File: config.mk
export PLATFORM = sky130hd
export DESIGN_NAME = mnist_pixel_streamer
export DESIGN_NICKNAME = d
export VERILOG_FILES = /design/src/rtl/mnist_pixel_streamer.sv
export SDC_FILE = /design/constraint.sdc
export NUM_CORES = 1
export LEC_CHECK = 0
export CAP_MARGIN = 20
export CORE_UTILIZATION = 47
export CTS_BUF_LIST = sky130_fd_sc_hd__clkbuf_4 sky130_fd_sc_hd__clkbuf_8
export DETAILED_ROUTE_END_ITERATION = 16
export HOLD_SLACK_MARGIN = 0.12
export PLACE_DENSITY = 0.73
export SETUP_SLACK_MARGIN = 0.5
export SLEW_MARGIN = 20
export SYNTH_ARGS = -nofsm -noshare
export SYNTH_HDL_FRONTEND = slang
export SYNTH_SLANG_ARGS = --single-unit
File: constraint.sdc
create_clock -name clk -period 5.6 [get_ports clk]
set_clock_uncertainty 0.05 [all_clocks]
set_input_delay 0.56 -clock clk [delete_from_list [all_inputs] [get_ports clk]]
set_output_delay 0.56 -clock clk [all_outputs]
set_load 0.01 [all_outputs]
File: src/rtl/mnist_pixel_streamer.sv
// ============================================================================
// mnist_pixel_streamer
//   Streams NUM_IMAGES grayscale images from a synchronous image ROM to the
//   CNN one pixel per beat in raster order. Each returned digit is compared
//   with its label, and the block keeps a running count of correct results.
//   Optional result watchdog: define STREAMER_TIMEOUT_EN.
//   Revision: 1.0
// ============================================================================
`default_nettype none

module mnist_pixel_streamer #(
    parameter int GS_BITS        = 8,
    parameter int BCD_BITS       = 4,
    parameter int IMG_PIXELS     = 784,
    parameter int NUM_IMAGES     = 16,
    parameter int IMG_ADDR_BITS  = 14,
    parameter int LBL_ADDR_BITS  = 4,
    parameter int PIXEL_GAP      = 0,
    parameter int TIMEOUT_CYCLES = 65535
) (
    input  logic                     clk,
    input  logic                     rst,
    input  logic                     start,
    output logic                     busy,
    output logic                     done,
    output logic [IMG_ADDR_BITS-1:0] img_addr,
    input  logic [GS_BITS-1:0]       img_q,
    output logic [LBL_ADDR_BITS-1:0] lbl_addr,
    input  logic [BCD_BITS-1:0]      lbl_q,
    output logic [GS_BITS-1:0]       pixel_o,
    output logic                     pixel_o_valid,
    input  logic [BCD_BITS-1:0]      digit_i,
    input  logic                     digit_i_valid,
    output logic [BCD_BITS-1:0]      result_digit,
    output logic                     result_match,
    output logic                     result_valid,
    output logic [LBL_ADDR_BITS:0]   correct_cnt,
    output logic                     timeout_err
);

    localparam int PIX_W = (IMG_PIXELS > 1) ? $clog2(IMG_PIXELS) : 1;
    localparam int GAP_W = (PIXEL_GAP > 0) ? $clog2(PIXEL_GAP + 1) : 1;
    localparam int CNT_W = LBL_ADDR_BITS + 1;

    typedef enum logic [2:0] {
        S_IDLE     = 3'd0,
        S_STREAM   = 3'd1,
        S_DRAIN    = 3'd2,
        S_WAIT_RES = 3'd3,
        S_NEXT     = 3'd4,
        S_FIN      = 3'd5
    } state_t;

    state_t                     state_q;
    logic [IMG_ADDR_BITS-1:0]   base_q;
    logic [PIX_W-1:0]           pix_q;
    logic [GAP_W-1:0]           gap_q;
    logic [LBL_ADDR_BITS-1:0]   idx_q;
    logic [BCD_BITS-1:0]        label_q;
    logic                       vld_q;
    logic                       busy_q;
    logic                       done_q;
    logic                       res_valid_q;
    logic                       res_match_q;
    logic [BCD_BITS-1:0]        res_digit_q;
    logic [CNT_W-1:0]           correct_q;
    logic                       issue;
    logic                       digit_match;

`ifdef STREAMER_TIMEOUT_EN
    logic [31:0]                to_q;
    logic                       timeout_err_q;
    assign timeout_err = timeout_err_q;
`else
    logic                       unused_timeout_cfg;
    assign unused_timeout_cfg = |32'(TIMEOUT_CYCLES);
    assign timeout_err        = 1'b0;
`endif

    // An address is issued whenever streaming and the inter-pixel gap has elapsed
    assign issue       = (state_q == S_STREAM) && (gap_q == '0);
    // Digits outside 0..9 can never be a correct classification
    assign digit_match = (digit_i == label_q) && (digit_i < BCD_BITS'(10));

    assign img_addr      = base_q + IMG_ADDR_BITS'(pix_q);
    assign lbl_addr      = idx_q;
    assign pixel_o       = vld_q ? img_q : '0;
    assign pixel_o_valid = vld_q;
    assign busy          = busy_q;
    assign done          = done_q;
    assign result_digit  = res_digit_q;
    assign result_match  = res_match_q;
    assign result_valid  = res_valid_q;
    assign correct_cnt   = correct_q;

    // Label ROM output is registered so the compare has a full cycle
    always_ff @(posedge clk or negedge rst) begin
        if (!rst) begin
            label_q <= '0;
        end else begin
            label_q <= lbl_q;
        end
    end

    // Run sequencer: address issue, result capture and image stepping
    always_ff @(posedge clk or negedge rst) begin
        if (!rst) begin
            state_q     <= S_IDLE;
            base_q      <= '0;
            pix_q       <= '0;
            gap_q       <= '0;
            idx_q       <= '0;
            vld_q       <= 1'b0;
            busy_q      <= 1'b0;
            done_q      <= 1'b0;
            res_valid_q <= 1'b0;
            res_match_q <= 1'b0;
            res_digit_q <= '0;
            correct_q   <= '0;
`ifdef STREAMER_TIMEOUT_EN
            to_q          <= '0;
            timeout_err_q <= 1'b0;
`endif
        end else begin
            // ROM data for an issued address appears one cycle later
            vld_q       <= issue;
            done_q      <= 1'b0;
            res_valid_q <= 1'b0;
            case (state_q)
                S_IDLE: begin
                    if (start) begin
                        busy_q    <= 1'b1;
                        idx_q     <= '0;
                        pix_q     <= '0;
                        base_q    <= '0;
                        gap_q     <= '0;
                        correct_q <= '0;
`ifdef STREAMER_TIMEOUT_EN
                        timeout_err_q <= 1'b0;
`endif
                        state_q   <= S_STREAM;
                    end
                end
                S_STREAM: begin
                    if (issue) begin
                        if (pix_q == PIX_W'(IMG_PIXELS - 1)) begin
                            gap_q   <= '0;
                            state_q <= S_DRAIN;
                        end else begin
                            gap_q <= GAP_W'(PIXEL_GAP);
                            pix_q <= pix_q + PIX_W'(1);
                        end
                    end else begin
                        gap_q <= gap_q - GAP_W'(1);
                    end
                end
                S_DRAIN: begin
`ifdef STREAMER_TIMEOUT_EN
                    to_q <= '0;
`endif
                    state_q <= S_WAIT_RES;
                end
                S_WAIT_RES: begin
                    if (digit_i_valid) begin
                        res_digit_q <= digit_i;
                        res_match_q <= digit_match;
                        res_valid_q <= 1'b1;
                        if (digit_match) begin
                            correct_q <= correct_q + CNT_W'(1);
                        end
                        state_q <= S_NEXT;
                    end
`ifdef STREAMER_TIMEOUT_EN
                    else if (to_q == 32'(TIMEOUT_CYCLES - 1)) begin
                        timeout_err_q <= 1'b1;
                        res_match_q   <= 1'b0;
                        res_valid_q   <= 1'b1;
                        state_q       <= S_NEXT;
                    end else begin
                        to_q <= to_q + 32'd1;
                    end
`endif
                end
                S_NEXT: begin
                    pix_q <= '0;
                    // Last image keeps base/index in range rather than stepping past the end
                    if (idx_q == LBL_ADDR_BITS'(NUM_IMAGES - 1)) begin
                        busy_q  <= 1'b0;
                        done_q  <= 1'b1;
                        state_q <= S_FIN;
                    end else begin
                        idx_q   <= idx_q + LBL_ADDR_BITS'(1);
                        base_q  <= base_q + IMG_ADDR_BITS'(IMG_PIXELS);
                        state_q <= S_STREAM;
                    end
                end
                S_FIN: begin
                    state_q <= S_IDLE;
                end
                default: begin
                    state_q <= S_IDLE;
                end
            endcase
        end
    end

endmodule

`default_nettype wire

==> flow_metrics.env <==
export IMPL_p_leak_nw=1.52
export IMPL_setup_viol=0
export IMPL_drive_gt1_share_pct=6.47
export IMPL_io_pins=61
export IMPL_syn_cell_area_um2=2670
export IMPL_synth_area_leaders="dfrtp_1, nand2_1, ha_1, xnor2_1, nand3_1"
export IMPL_grt_pass1_vias=2229
export IMPL_clkTransAtPathRegs_ps=80
export IMPL_place_hpwl_mm=4.15
export IMPL_synth_top_flop_cell="dfrtp_1"
export IMPL_synth_async_reset_ratio_pct=100
export IMPL_worstSkewPairLatency_ps=300
export IMPL_cts_buffers=5
export IMPL_dr_first_iter_drc_count=158
export IMPL_vias=2285
export IMPL_hold_class="input pin to asynchronous set/reset pin"
export IMPL_required_ps=4990
export IMPL_hold_viol=0
export IMPL_slowest_delay_ps=550
export IMPL_path_buf_inv=1
export IMPL_ys_warn_count=0
export IMPL_switching_power_w=0.000418
export IMPL_fp_dieW_um=77.4
export IMPL_rows=27
export IMPL_gp_congestion=0.834
export IMPL_fin_crit_ps=3210
export IMPL_share_seq_of_total_power_pct=40.6
export IMPL_pre_cts_slack_ps=2720
export IMPL_max_freq_mhz=311
export IMPL_fin_area_um2=3410
export IMPL_cp_start_kind="flop"
export IMPL_worstPathMaxFanout=9
export IMPL_wl_mm=5.79
export IMPL_grt_max_degree=47
export IMPL_synth_cells=284
export IMPL_avgSynthCellArea_um2=9.40
export IMPL_cap_violations=0
export IMPL_finalSetupTns_ps=0
export IMPL_hold_slack_ps=207
export IMPL_rsz0062_at_grt="false"
export IMPL_wl_per_cell_um=14.1
export IMPL_synth_top_area_cell="dfrtp_1"
export IMPL_status="finished clean"
export IMPL_grt_first_pass_wirelength_mm=10.2
export IMPL_cp_arrival_ps=2600
export IMPL_die_h_um=77.4
export IMPL_layout_setup_ws_ps=2390
export IMPL_crit_slowest_cell="clkdlybuf4s50_1"
export IMPL_synth_edff_count=0
export IMPL_track_usage_pct=21.4
export IMPL_diodes=0
export IMPL_ctsHoldBuffers=0
export IMPL_grt_ovfl_total=0
export IMPL_cts_resized=0
export IMPL_setup_worst_path_class="flop to output pin"
export IMPL_crit_family="buffers and inverters"
export IMPL_htree_levels=2
export IMPL_swShare_pct=34.9
export IMPL_portBuffers=59
export IMPL_cts_setup_buffers=0
export IMPL_first_pass_iters=4
export IMPL_maxSlewViolCount=0
export IMPL_cts_tree="done"
export IMPL_dieArea_um2=5980
export IMPL_critPathCaptureType="output pin"
export IMPL_total_power_w=0.00120
export IMPL_crit_chain="ha_1, a21o_1, nand4_1, a311oi_1, xor2_1, clkdlybuf4s50_1"
export IMPL_root_buffer="clkbuf_8"
export IMPL_peakVddDrop_mv=0.174
export IMPL_post_route_drc_count=0
export IMPL_crit_start="pix_q[5]$_DFFE_PN0P_"
export IMPL_timing_rr_start="state_q[2]$_DFFE_PN0P_"
export IMPL_pwr_density_cell_nw_per_um2=351
export IMPL_worstMarginPinSlew_ps=764
export IMPL_post_route_period_util_pct=57.4
export IMPL_p_clk_share_pct=20.8
export IMPL_vias_per_cell=5.55
export IMPL_netlist_area_leader_share_pct=43.1
export IMPL_ys_seq_area_share_pct=43.1
export IMPL_synthDistinctLibCells=53
export IMPL_area_growth_pct=27.7
export IMPL_combinationalPowerShare_pct=38.6
export IMPL_place_area_um2=3290
export IMPL_final_nets=370
export IMPL_antenna_found_initial=0
export IMPL_start_util_pct=48.8
export IMPL_antenna_left=0
export IMPL_intPower_w=0.000778
export IMPL_max_slew_margin_pct=49.0
export IMPL_clkSinkCount=46
export IMPL_clockBufferDepth=2
export IMPL_ys_ff_latch=46
export IMPL_core_area_um2=5470
## path summary, 6_finish.rpt
check / to / slack, ps / depth (start not counted)
setup / recovery: img_addr[13] / 2390 / 6
hold / removal: pix_q[8]$_DFFE_PN0P_ / 210 / 1
setup reg to reg: pix_q[1]$_DFFE_PN0P_ / 3330 / 4
hold reg to reg: result_digit[3]$_DFFE_PN0P_ / 430 / 2
max in group asynchronous: result_digit[3]$_DFFE_PN0P_ / 4880 / 1
min in group clk: result_digit[3]$_DFFE_PN0P_ / 430 / 2
## power by group through the flow
stage | combinational (W) | sequential, W | clock [W]
floorplan | 0.000296 | 0.000457 | 0
global placement | 0.000457 | 0.000488 | 0
detailed placement | 0.000464 | 0.000491 | 0
CTS | 0.000465 | 0.000484 | 0.000255
global route | 0.000514 | 0.000499 | 0.000265
finish | 0.000462 | 0.000486 | 0.000249
## cell usage in the layout (no fill, tap or decap), drive strengths merged, types with 3 or more instances in the layout
cell           count
nor2              20
xor2              10
nor3               7
inv                6
dfrtp             46
clkdlybuf4s50     58
nor4               3
a311oi             5
nand2             37
nand4              5
o21ai             12
mux2i              4
a22o               3
or2                3
a21oi              9
clkbuf             6
nor3b              4
xnor2             14
a21o               4
and3               4
a41oi              3
a31oi             10
and2               8
nand3             18
nand2b             4
ha                11
## sequential cells by signal (all words and copies together), names as in the netlist, 3 cells and up
register,cells
base_q,10
correct_cnt,5
label_q,4
lbl_addr,4
pix_q,10
result_digit,4
state_q,3
## kinds of logic after synthesis
| logic type | count (synthesis) | share of synthesized area [%] |
|---|---|---|
| and+or+nand+nor | 126 | 25.0 |
| DFF | 46 | 43.1 |
| muxes | 5 | 1.92 |
| other | 1 | 0.141 |
| adders and majority gates | 11 | 5.16 |
| AOI/OAI and AO/OA | 52 | 13.3 |
| buffers and inverters | 19 | 3.47 |
| xor gates and xnor gates | 24 | 7.88 |
## stage by stage
stage	util [%]	instances
5_1_grt	62.3	412
3_3_place_gp	60.2	404
6_report	62.3	412
3_5_place_dp	60.2	404
2_1_floorplan	-	285
4_1_cts	62.2	412
## final cells by class
| class | instances | area (um^2) |
|---|---|---|
| inverters | 6 | 22.5 |
| fillers | 502 | 2060 |
| repair buffers | 60 | 596 |
| flip-flops and latches | 46 | 1150 |
| clock buffers | 6 | 76.3 |
| multi-input cells | 220 | 1440 |
| clock inverters | 2 | 37.5 |
| well taps | 72 | 90.1 |
## layer usage
layer	share of wire, %	vias up	global-route usage [%]
met5	0	-	0
met4	1.3	0	6.98
met3	3.3	9	4.35
met2	48	45	36.5
met1	47	1101	27.2
li1	-	1130	-
## Yosys cell counts (all sizes together) (5+ instances only)
| master | instances |
|---|---|
| a21oi | 9 |
| a311oi | 5 |
| a31oi | 10 |
| and2 | 8 |
| buf | 6 |
| clkbuf | 7 |
| dfrtp | 46 |
| ha | 11 |
| inv | 6 |
| nand2 | 37 |
| nand3 | 18 |
| nand4 | 5 |
| nor2 | 20 |
| nor3 | 7 |
| o21ai | 12 |
| xnor2 | 14 |
| xor2 | 10 |
Power figures use the tool's default switching activity.
